File: config.mk
export PLATFORM = sky130hd
export DESIGN_NAME = desc_sort_emitter
export DESIGN_NICKNAME = d
export VERILOG_FILES = /design/src/rtl/desc_sort_emitter.sv
export SDC_FILE = /design/constraint.sdc
export NUM_CORES = 1
export LEC_CHECK = 0
export BUFFER_PORTS_ARGS = -buffer_cell sky130_fd_sc_hd__buf_2
export CORE_ASPECT_RATIO = 2
export CORE_MARGIN = 5
export CORE_UTILIZATION = 30
export DETAILED_ROUTE_END_ITERATION = 16
export PLACE_DENSITY_LB_ADDON = 0.1
export SKIP_CTS_REPAIR_TIMING = 1
export SLEW_MARGIN = 25
export SYNTH_ARGS = -nofsm -noshare
export SYNTH_HDL_FRONTEND = slang
export SYNTH_SLANG_ARGS = --single-unit
File: constraint.sdc
create_clock -name clk -period 3.05 [get_ports clk]
set_input_delay 0.61 -clock clk [delete_from_list [all_inputs] [get_ports clk]]
set_output_delay 0.61 -clock clk [all_outputs]
set_load 0.01 [all_outputs]
File: src/rtl/desc_sort_emitter.sv
// desc_sort_emitter: buffers a burst of samples in a descending sorted list and emits it largest-first
module desc_sort_emitter #(
    parameter int DATA_WIDTH = 32,
    parameter int DEPTH      = 4
) (
    input  logic                         clk,
    input  logic                         resetn,
    input  logic                         in_valid,
    output logic                         in_ready,
    input  logic [DATA_WIDTH-1:0]        in_data,
    input  logic                         in_last,
    output logic                         out_valid,
    input  logic                         out_ready,
    output logic [DATA_WIDTH-1:0]        out_data,
    output logic                         out_last,
    output logic [$clog2(DEPTH+1)-1:0]   count
);
    localparam int CW = $clog2(DEPTH+1);

    typedef enum logic {FILL, DRAIN} state_t;

    state_t                state_q, state_d;
    logic [DATA_WIDTH-1:0] e_q [DEPTH];
    logic [DATA_WIDTH-1:0] e_d [DEPTH];
    logic [CW-1:0]         count_q, count_d;
    logic [DEPTH-1:0]      ge;
    logic                  acc, pop;

    // Handshake flags come from registered state only; reset just masks them.
    assign in_ready  = resetn & (state_q == FILL);
    assign out_valid = resetn & (state_q == DRAIN);
    assign out_data  = e_q[0];
    assign out_last  = out_valid & (count_q == CW'(1));
    assign count     = count_q;
    assign acc       = in_valid & in_ready;
    assign pop       = out_valid & out_ready;

    // Sorted insert on accept (ties land after equal values), head pop on drain handshake.
    always_comb begin
        state_d = state_q;
        count_d = count_q;
        e_d     = e_q;
        ge      = '0;
        if (acc) begin
            for (int i = 0; i < DEPTH; i++)
                ge[i] = (CW'(i) < count_q) && (e_q[i] >= in_data);
            e_d[0] = ge[0] ? e_q[0] : in_data;
            for (int i = 1; i < DEPTH; i++)
                e_d[i] = ge[i] ? e_q[i] : (ge[i-1] ? in_data : e_q[i-1]);
            count_d = count_q + CW'(1);
            if (in_last || count_q == CW'(DEPTH-1))
                state_d = DRAIN;
        end
        if (pop) begin
            for (int i = 0; i < DEPTH-1; i++)
                e_d[i] = e_q[i+1];
            e_d[DEPTH-1] = '0;
            count_d = count_q - CW'(1);
            if (count_q == CW'(1))
                state_d = FILL;
        end
    end

    // State, storage and occupancy registers with synchronous active-low clear.
    always_ff @(posedge clk) begin
        if (!resetn) begin
            state_q <= FILL;
            count_q <= '0;
            e_q     <= '{default: '0};
        end else begin
            state_q <= state_d;
            count_q <= count_d;
            e_q     <= e_d;
        end
    end
endmodule

==> flow_results.xml <==
<?xml version="1.0" encoding="UTF-8"?>
<metrics>
  <group name="outcome">
    <metric name="status" unit="">completed</metric>
  </group>
  <group name="power">
    <metric name="cellInternalPower" unit="mW">3.51</metric>
    <metric name="power.share.combinational" unit="">0.206</metric>
    <metric name="powerDensity" unit="mW/mm²">412</metric>
    <metric name="power.share.clock" unit="">0.411</metric>
    <metric name="total_power" unit="mW">5.02</metric>
    <metric name="cellLeakagePower" unit="nW">5.99</metric>
    <metric name="power_switching" unit="mW">1.50</metric>
    <metric name="fraction_of_power_spent_switching_nets" unit="">0.300</metric>
    <metric name="max-vdd-ir-drop" unit="V">0.000419</metric>
    <metric name="share_seq_of_total_power" unit="">0.383</metric>
  </group>
  <group name="run">
    <metric name="max-cap-violations" unit="">0</metric>
  </group>
  <group name="synth">
    <metric name="postSynthCellCount" unit="">1096</metric>
    <metric name="synth-async-reset-ratio" unit="">0</metric>
    <metric name="syn_nets" unit="">1264</metric>
    <metric name="syn_area" unit="mm²">0.00966</metric>
    <metric name="synth_area_per_cell" unit="µm²">8.81</metric>
    <metric name="number_of_synthesized_register_bits" unit="">132</metric>
    <metric name="yosysWarningCount" unit="">0</metric>
    <metric name="synth_seq_area_share" unit="">0.274</metric>
    <metric name="synthDistinctLibCells" unit="">48</metric>
    <metric name="top_reg_cell_synth" unit="">sky130_fd_sc_hd__dfxtp_1</metric>
    <metric name="synth_enable_flop_cells" unit="">0</metric>
  </group>
  <group name="placed_design">
    <metric name="count_of_input_and_output_buffers" unit="">74</metric>
    <metric name="place.detailed.hpwl" unit="µm">26800</metric>
    <metric name="place_congestion" unit="">0.774</metric>
  </group>
  <group name="die">
    <metric name="die_area" unit="mm²">0.0361</metric>
    <metric name="ioPinCount" unit="">75</metric>
    <metric name="row_count" unit="">93</metric>
    <metric name="dieWidth" unit="µm">137</metric>
    <metric name="die_height" unit="µm">264</metric>
    <metric name="floorplan.initialDensity" unit="">0.302</metric>
    <metric name="coreArea" unit="mm²">0.0320</metric>
  </group>
  <group name="layout">
    <metric name="layout_area_growth_over_synthesis" unit="%">26.1</metric>
    <metric name="final_standard_cell_utilization_of_the_core" unit="">0.381</metric>
    <metric name="sequential_cell_area" unit="mm²">0.00264</metric>
    <metric name="final_common_cell" unit="">sky130_fd_sc_hd__buf_4</metric>
    <metric name="proportion_of_layout_cells_with_a_drive_suffix_above_1" unit="">0.271</metric>
    <metric name="fillers" unit="">3301</metric>
    <metric name="num-nets-final" unit="">1428</metric>
    <metric name="multi_input_area" unit="mm²">0.00643</metric>
    <metric name="antenna_cells" unit="">0</metric>
    <metric name="mostFrequentLayoutCells" unit="">sky130_fd_sc_hd__buf_4, sky130_fd_sc_hd__ha_1, sky130_fd_sc_hd__dfxtp_1</metric>
  </group>
  <group name="routing">
    <metric name="drc" unit="">0</metric>
    <metric name="drt-vias-per-instance" unit="">5.12</metric>
    <metric name="detail_route.wirelength" unit="µm">35400</metric>
    <metric name="avgRoutedWirePerCell" unit="µm">20.9</metric>
    <metric name="drt_iter0_markers" unit="">372</metric>
    <metric name="dr_total_vias" unit="">8697</metric>
    <metric name="detail_route.first_pass.iterations" unit="">5</metric>
    <metric name="routed_antenna_nets" unit="">0</metric>
  </group>
  <group name="timing">
    <metric name="hold_viol" unit="">0</metric>
    <metric name="worst_pin_slew" unit="ns">0.875</metric>
    <metric name="final_period_minus_worst_setup_slack" unit="ns">2.93</metric>
    <metric name="final.setup_skew" unit="ns">0.0102</metric>
    <metric name="slew_violations" unit="">0</metric>
    <metric name="max_freq" unit="GHz">0.341</metric>
    <metric name="report.final.setup_viol" unit="">0</metric>
    <metric name="rsz_0062_raised_after_global_routing" unit="">no</metric>
    <metric name="relSlewSlack" unit="">0.417</metric>
    <metric name="min_period_over_period" unit="">0.961</metric>
    <metric name="fin_hold_ws" unit="ns">0.434</metric>
  </group>
  <group name="worst_setup_path">
    <metric name="endpoint_kind" unit="">register</metric>
    <metric name="worst-setup-path-type" unit="">register to register</metric>
    <metric name="timing.critical_path.arrival" unit="ns">3.27</metric>
    <metric name="worst_setup_path_start_kind" unit="">register</metric>
    <metric name="timing.critical_path.fanout_max" unit="">12</metric>
    <metric name="worst_ep_required_time" unit="ns">3.39</metric>
  </group>
  <group name="clock_tree">
    <metric name="clk_path_buf_depth" unit="">2</metric>
    <metric name="cts.clk_slew.worst_paths" unit="ns">0.06</metric>
    <metric name="clock_tree_from_tritoncts" unit="">done</metric>
    <metric name="clk_root_buffer_cell" unit="">sky130_fd_sc_hd__clkbuf_16</metric>
    <metric name="tritoncts.num_buffers" unit="">17</metric>
    <metric name="cts.sinks" unit="">132</metric>
    <metric name="worstSkewPairLatency" unit="ns">0.45</metric>
    <metric name="htree_num_levels" unit="">4</metric>
  </group>
  <group name="global_routing">
    <metric name="grt_first_pass_wirelength" unit="µm">53900</metric>
    <metric name="first_global_vias" unit="">9113</metric>
    <metric name="grt_overflow_total" unit="">0</metric>
    <metric name="grt_antenna_before_repair" unit="">0</metric>
    <metric name="grt_use_total" unit="">0.199</metric>
    <metric name="grt_start_max_net_pins" unit="">70</metric>
  </group>
  <group name="min_path">
    <metric name="hold_path_class" unit="">primary input to register</metric>
  </group>
</metrics>
final cells by class:
cell class | instances | share of cell area
Clock buffer | 23 | 0.0384
Clock inverter | 6 | 0.00657
Inverter | 44 | 0.0136
Multi-Input combinational cell | 824 | 0.528
Sequential cell | 132 | 0.217
Tap cell | 427 | 0.0439
Timing Repair Buffer | 241 | 0.152
cells by family (layout without fill, tap and decap cells):
group                    Yosys count  count (layout)  share of synthesized area
AND/OR/NAND/NOR                  252             252                      0.111
XOR/XNOR                           2               2                    0.00181
flip-flops                       132             132                      0.274
multiplexers                     101             101                      0.120
AO/OA/AOI/OAI                    338             338                      0.252
adder cells (fa/ha/maj)          131             131                      0.170
buffers and inverters            140             314                     0.0716
stage by stage:
| step | setup TNS [ns] | setup slack, ns | instances | instance area, µm² |
|---|---|---|---|---|
| after global placement | -37.32 | -0.422 | 1668 | 11600 |
| after floorplan | 0 | 0.210 | 1096 | 9660 |
| after detailed placement | -38.44 | -0.458 | 1668 | 11600 |
| after global routing | 0 | 0.00429 | 1697 | 12200 |
| final | 0 | 0.118 | 1697 | 12200 |
| after CTS | -1.53 | -0.0901 | 1697 | 12100 |
critical path: stages, from the launching register on:
cell and delay [ns]:
sky130_fd_sc_hd__dfxtp_2 0.33, sky130_fd_sc_hd__inv_1 0.04, sky130_fd_sc_hd__ha_1 0.25, sky130_fd_sc_hd__nand2b_1 0.14, sky130_fd_sc_hd__a2111oi_2 0.09, sky130_fd_sc_hd__buf_4 0.14
sky130_fd_sc_hd__or4b_4 0.54, sky130_fd_sc_hd__a311oi_4 0.28, sky130_fd_sc_hd__a21oi_4 0.07, sky130_fd_sc_hd__buf_12 0.17, sky130_fd_sc_hd__buf_4 0.15, sky130_fd_sc_hd__mux2_4 0.29
sky130_fd_sc_hd__a221oi_2 0.25, sky130_fd_sc_hd__nor2_1 0.08
worst paths after layout:
check,start,endpoint,slack [ns],depth (start not counted)
setup / recovery,e_q[64],e_q[40],0.12,13
hold / removal,in_valid,state_q,0.43,3
setup reg to reg,e_q[64],e_q[40],0.12,13
hold reg to reg,state_q,state_q,0.48,2
cells in the mapped netlist, types with 2 or more instances:
| library cell | number | area (µm²) |
|---|---|---|
| sky130_fd_sc_hd__o21a_1 | 33 | 248 |
| sky130_fd_sc_hd__a211oi_1 | 5 | 37.5 |
| sky130_fd_sc_hd__nor4_1 | 2 | 12.5 |
| sky130_fd_sc_hd__o21ai_1 | 14 | 70.1 |
| sky130_fd_sc_hd__mux2i_1 | 69 | 691 |
| sky130_fd_sc_hd__a21o_1 | 17 | 128 |
| sky130_fd_sc_hd__xnor2_1 | 2 | 17.5 |
| sky130_fd_sc_hd__and4_1 | 4 | 35.0 |
| sky130_fd_sc_hd__a31oi_1 | 2 | 12.5 |
| sky130_fd_sc_hd__o211ai_1 | 3 | 22.5 |
| sky130_fd_sc_hd__o2111ai_1 | 4 | 35.0 |
| sky130_fd_sc_hd__a22o_1 | 28 | 245 |
| sky130_fd_sc_hd__a22oi_1 | 38 | 285 |
| sky130_fd_sc_hd__buf_6 | 3 | 33.8 |
| sky130_fd_sc_hd__o221ai_1 | 2 | 17.5 |
| sky130_fd_sc_hd__o21ai_0 | 68 | 340 |
| sky130_fd_sc_hd__nand2_1 | 96 | 360 |
| sky130_fd_sc_hd__nor2_1 | 105 | 394 |
| sky130_fd_sc_hd__nor2b_1 | 6 | 37.5 |
| sky130_fd_sc_hd__a2111oi_0 | 3 | 26.3 |
| sky130_fd_sc_hd__a221oi_1 | 5 | 43.8 |
| sky130_fd_sc_hd__mux2_4 | 30 | 450 |
| sky130_fd_sc_hd__ha_1 | 131 | 1640 |
| sky130_fd_sc_hd__buf_1 | 7 | 26.3 |
| sky130_fd_sc_hd__mux2_2 | 2 | 22.5 |
| sky130_fd_sc_hd__a21oi_1 | 75 | 375 |
| sky130_fd_sc_hd__a21boi_1 | 2 | 15.0 |
| sky130_fd_sc_hd__and2_1 | 4 | 25.0 |
| sky130_fd_sc_hd__a221oi_2 | 30 | 450 |
| sky130_fd_sc_hd__buf_4 | 32 | 240 |
| sky130_fd_sc_hd__nand4_1 | 16 | 100 |
| sky130_fd_sc_hd__nand2b_1 | 3 | 18.8 |
| sky130_fd_sc_hd__dfxtp_1 | 132 | 2640 |
| sky130_fd_sc_hd__clkbuf_1 | 35 | 131 |
| sky130_fd_sc_hd__a2bb2oi_1 | 2 | 17.5 |
| sky130_fd_sc_hd__inv_1 | 44 | 165 |
| sky130_fd_sc_hd__nand3_1 | 5 | 25.0 |
| sky130_fd_sc_hd__and3_1 | 2 | 12.5 |
| sky130_fd_sc_hd__buf_2 | 19 | 95.1 |
| sky130_fd_sc_hd__nor3_1 | 8 | 40.0 |
state kept, by name, indices dropped and copies added, names as in the netlist:
register,cells
e_q,96
count,3
out_data,32
state_q,1
metal layers:
metal / global-route usage / share of wire
met3: 0.0314 / 0.018
met4: 0.0537 / 0.019
met5: 0 / 0
met2: 0.401 / 0.59
met1: 0.204 / 0.37
power groups by stage:
stage          Combinational, mW  Sequential, mW  Clock, mW
4_1_cts                     1.04            1.92       2.12
3_3_place_gp                1.03            1.96          0
3_5_place_dp                1.04            1.96          0
6_report                    1.03            1.92       2.06
5_1_grt                     1.15            1.93       2.17
2_1_floorplan              0.580            1.92          0
Note: power is estimated with default switching activity, not from simulation.
